===== src/rtl/wb_module.sv =====
`default_nettype none
// ============================================================================
// wb_module : writeback stage - selects load/ALU data, owns the 8x16 register
//             file with write-through read ports, and counts retirements.
// Revision   : 1.0
// ============================================================================
module wb_module #(
   parameter logic [3:0] LOAD_OP  = 4'b1010,
   parameter logic [3:0] STORE_OP = 4'b1011
) (
   input  logic        clock,
   input  logic        resetn,
   input  logic [39:0] membus,
   input  logic [2:0]  raddr1,
   input  logic [2:0]  raddr2,
   output logic [15:0] rdata1,
   output logic [15:0] rdata2,
   output logic [2:0]  wb_dest,
   output logic [15:0] retire_count
);

   logic        valid;
   logic [3:0]  op;
   logic [2:0]  dest;
   logic [15:0] exresult;
   logic [15:0] memresult;
   logic        wen;
   logic [15:0] wdata;
   logic [15:0] regs [0:7];
   logic [15:0] count;

   assign valid     = membus[39];
   assign op        = membus[38:35];
   assign dest      = membus[34:32];
   assign exresult  = membus[31:16];
   assign memresult = membus[15:0];

   // Control-class ops (11xx), stores and r0 targets never write.
   assign wen   = valid && (op != STORE_OP) && (op[3:2] != 2'b11) && (dest != 3'b000);
   assign wdata = (op == LOAD_OP) ? memresult : exresult;

   assign regs[0] = 16'h0000;

   generate
      for (genvar gi = 1; gi < 8; gi++) begin : g_reg
         always_ff @(posedge clock or negedge resetn) begin
            if (!resetn) begin
               regs[gi] <= 16'h0000;
            end else if (wen && (dest == 3'(gi))) begin
               regs[gi] <= wdata;
            end
         end
      end
   endgenerate

   always_ff @(posedge clock or negedge resetn) begin
      if (!resetn) begin
         count <= 16'h0000;
      end else if (valid) begin
         count <= count + 16'h0001;
      end
   end

   // dest is nonzero whenever wen is set, so r0 can never be bypassed.
   always_comb begin
      rdata1 = regs[raddr1];
      rdata2 = regs[raddr2];
      if (wen && (raddr1 == dest)) begin
         rdata1 = wdata;
      end
      if (wen && (raddr2 == dest)) begin
         rdata2 = wdata;
      end
   end

   assign wb_dest      = wen ? dest : 3'b000;
   assign retire_count = count;

endmodule
`default_nettype wire


===== config.mk =====
export PLATFORM = sky130hd
export DESIGN_NAME = wb_module
export DESIGN_NICKNAME = d
export VERILOG_FILES = /design/src/rtl/wb_module.sv
export SDC_FILE = /design/constraint.sdc
export NUM_CORES = 1
export LEC_CHECK = 0
export CORE_ASPECT_RATIO = 2
export CORE_UTILIZATION = 55
export DETAILED_ROUTE_END_ITERATION = 7
export MAX_ROUTING_LAYER = met4
export PLACE_DENSITY = 0.8
export RECOVER_POWER = 25
export SLEW_MARGIN = 30
export SYNTH_ARGS = -nofsm -noshare
export SYNTH_HDL_FRONTEND = slang
export SYNTH_SLANG_ARGS = --single-unit

===== constraint.sdc =====
create_clock -name clock -period 2.59 [get_ports clock]
set_input_delay 0.518 -clock clock [delete_from_list [all_inputs] [get_ports clock]]
set_output_delay 0.518 -clock clock [all_outputs]
set_load 0.01 [all_outputs]

==> flow_metrics.env <==
export IMPL_outcome="complete, but fails checks"
export IMPL_violations="setup timing"
export IMPL_synth_top_area_share_pct=45.09
export IMPL_cellPowerDensity_mw_per_mm2=753.3
export IMPL_fin_crit_sh_pct=104.6
export IMPL_synth_edff_count=0
export IMPL_fmax_mhz=369.2
export IMPL_viasPerCell=6.865
export IMPL_power_total_uw=7555
export IMPL_core_area_mm2=0.01255
export IMPL_synthTopCellsByCount="133 x nand2_1, 128 x dfrtp_1, 85 x mux2i_1, 70 x o21ai_1, 43 x o21ai_0"
export IMPL_max_slew_worst_pin_slew_ps=1275
export IMPL_grt_max_degree=91
export IMPL_fill_cells=678
export IMPL_grt_pass1_wl_um=39910
export IMPL_ios=99
export IMPL_start_util_pct=56.58
export IMPL_worst_slack_ps=-118.9
export IMPL_finalMaxSlewViolations=0
export IMPL_worstPathRequired_ps=2070
export IMPL_syn_inst=690
export IMPL_place_detailed_hpwl_um=15550
export IMPL_syn_nets=739
export IMPL_hold_viol=0
export IMPL_clock_root_buffer="clkbuf_16"
export IMPL_firstDrtPassIters=7
export IMPL_async_flop_share_pct=100.0
export IMPL_drive_above_1_share_pct=31.85
export IMPL_min_period_ps=2709
export IMPL_die_x_um=82.36
export IMPL_area_growth_pct=41.20
export IMPL_gp_congestion=0.9123
export IMPL_synth_top_area_cell="dfrtp_1"
export IMPL_drt_initial_drc_count=988
export IMPL_die_y_um=162.7
export IMPL_seqPwrFrac_pct=38.4
export IMPL_vias=7064
export IMPL_ys_top_cells_by_area="dfrtp_1 45%, mux2i_1 12%, nand2_1 7.0%"
export IMPL_ir_drop_uv=829.8
export IMPL_yosys_most_used_dff="dfrtp_1"
export IMPL_worstSkewPairLatency_ps=420
export IMPL_worstSetupStartpointType="primary input"
export IMPL_hold_path_class="primary input to async pin"
export IMPL_busiest_layer="met2"
export IMPL_grtUsageMet2_pct=66.94
export IMPL_grt_pass1_vias=7297
export IMPL_use_met1_pct=44.70
export IMPL_dieArea_mm2=0.01340
export IMPL_dp_cells=967
export IMPL_drtAntennaViolNets=0
export IMPL_worstPathMaxFanout=7
export IMPL_timing_max_cap_violations=0
export IMPL_nets=916
export IMPL_instances_no_fill=1029
export IMPL_port_buffers=98
export IMPL_yosysMostFrequentCell="nand2_1"
export IMPL_endpoint_kind="output port"
export IMPL_overflow=0
export IMPL_power_frac_comb_pct=28.5
export IMPL_cts_sinks=128
export IMPL_slew_headroom_pct=15.03
export IMPL_netSwitchingPower_uw=2539
export IMPL_wirelength_um=27260
export IMPL_ys_ff_latch=128
export IMPL_ys_warnings_count=0
export IMPL_setup_viol=2
export IMPL_globalRouteMet3Util_pct=13.05
export IMPL_place_ws_ps=-939.0
export IMPL_worst_endpoint_arrival_ps=2190
export IMPL_antenna_found_initial=0
export IMPL_diodes=0
export IMPL_worstSetupPathType="primary input to output port"
export IMPL_cts_buffers=17
export IMPL_grtUsageTotal_pct=43.27
export IMPL_leakagePower_uw=0.004518
export IMPL_post_drt_wl_per_cell_um=26.49
export IMPL_fin_setup_tns_ps=-125.4
export IMPL_clock_power_share_pct=33.1
export IMPL_yosysUniqueCellTypes=42
export IMPL_clk_pin_slew_ps=60
export IMPL_htreeDepth=4
export IMPL_rows=58
export IMPL_cts_tree="done"
export IMPL_finalClockSkew_ps=2.313
export IMPL_synth_area_mm2=0.007103
export IMPL_synth_area_per_cell_um2=10.29
export IMPL_drc=0
export IMPL_p_int_uw=5016
export IMPL_swShare_pct=33.61
export IMPL_cts_max_path_buffers=2
export IMPL_seq_area_frac_synth_pct=45.09
-- worst max-delay path, stage by stage --
cell and delay, ps:
buf_2 150, buf_12 170, buf_4 150, mux4_2 550, a21oi_4 280, mux2i_2 130, clkdlybuf4s15_2 240
-- placed cells by master, fill, tap and decap left out, drive strengths merged, types with 2 or more instances in the layout --
| cell type | n |
|---|---|
| a21oi | 19 |
| a221oi | 15 |
| and2 | 5 |
| and3 | 3 |
| buf | 136 |
| bufinv | 3 |
| clkbuf | 25 |
| clkdlybuf4s15 | 10 |
| clkdlybuf4s50 | 51 |
| clkinv | 6 |
| dfrtp | 128 |
| dlygate4sd2 | 4 |
| inv | 6 |
| mux2 | 16 |
| mux2i | 95 |
| mux4 | 17 |
| nand2 | 133 |
| nand2b | 3 |
| nand3 | 8 |
| nand4 | 5 |
| nor2 | 4 |
| nor2b | 2 |
| o2111ai | 7 |
| o21ai | 114 |
| o22ai | 31 |
| or2 | 3 |
| xnor2 | 15 |
| xor2 | 4 |
-- logic make-up (layout without fill, tap and decap cells) --
kind of cell	count (synthesis)	in the layout	share of synthesized area [%]
adders and majority gates	1	1	0.1761
AOI/OAI and AO/OA	188	188	15.34
muxes	128	128	21.84
DFF	128	128	45.09
xor gates and xnor gates	19	19	2.343
and+or+nand+nor	170	170	10.60
buffers and inverters	56	245	4.597
-- state kept, by name, indices dropped and copies added (netlist names) --
name	count
regs	112
retire_count	16
-- metal layers --
metal | vias up | part of all wire, %
met5 | - | 0
met4 | 0 | 9.2
met3 | 225 | 10
met2 | 585 | 48
met1 | 3383 | 32
li1 | 2871 | -
-- metrics by stage --
step	area, um2	hold slack [ps]	utilization (%)
floorplan	7103	222.4	-
global placement	8807	319.4	70.15
detailed placement	8807	318.6	70.15
CTS	9907	421.7	78.91
global route	10030	449.1	79.89
finish	10030	415.0	79.89
-- final cells by class --
type	count	area, um2	area share [%]
multi-input combinational	506	3963	39.51
clock inverter	14	182.7	1.821
clock buffer	17	425.4	4.242
sequential	128	3203	31.94
timing repair buffer	212	2061	20.55
inverter	2	7.507	0.07485
tap	150	187.7	1.871
-- what timing repair did --
item | 4_1_cts | 5_1_grt
pin swaps | 5 | 7
cloned | 4 | 2
gates resized for setup | 195 | 39
setup endpoints to repair | 32 | 26
hold buffers | 1 | 0
setup buffers | 24 | 4
endpoints found under the hold margin | 1 | 0
-- power groups by stage --
stage / sequential (uW) / combinational [uW] / clock (uW)
after floorplan: 2760 / 1040 / 0
after global placement: 2820 / 1870 / 0
after detailed placement: 2860 / 1920 / 0
after CTS: 2840 / 2010 / 2480
after global routing: 2930 / 2290 / 2590
final: 2900 / 2150 / 2500
-- path summary, 6_finish.rpt --
path / from / slack (ps) / end / cells past startpoint
max: raddr2[0] / -120 / rdata2[1] / 7
min: resetn / 410 / regs[78]$_DFFE_PN0P_ / 2
max reg2reg: retire_count[0]$_DFFE_PN0P_ / 1100 / retire_count[8]$_DFFE_PN0P_ / 5
min reg2reg: retire_count[15]$_DFFE_PN0P_ / 470 / retire_count[15]$_DFFE_PN0P_ / 1
max in group asynchronous: resetn / 670 / regs[26]$_DFFE_PN0P_ / 3
min in group clock: retire_count[15]$_DFFE_PN0P_ / 470 / retire_count[15]$_DFFE_PN0P_ / 1
No activity file was read; power rests on OpenSTA's default activity.
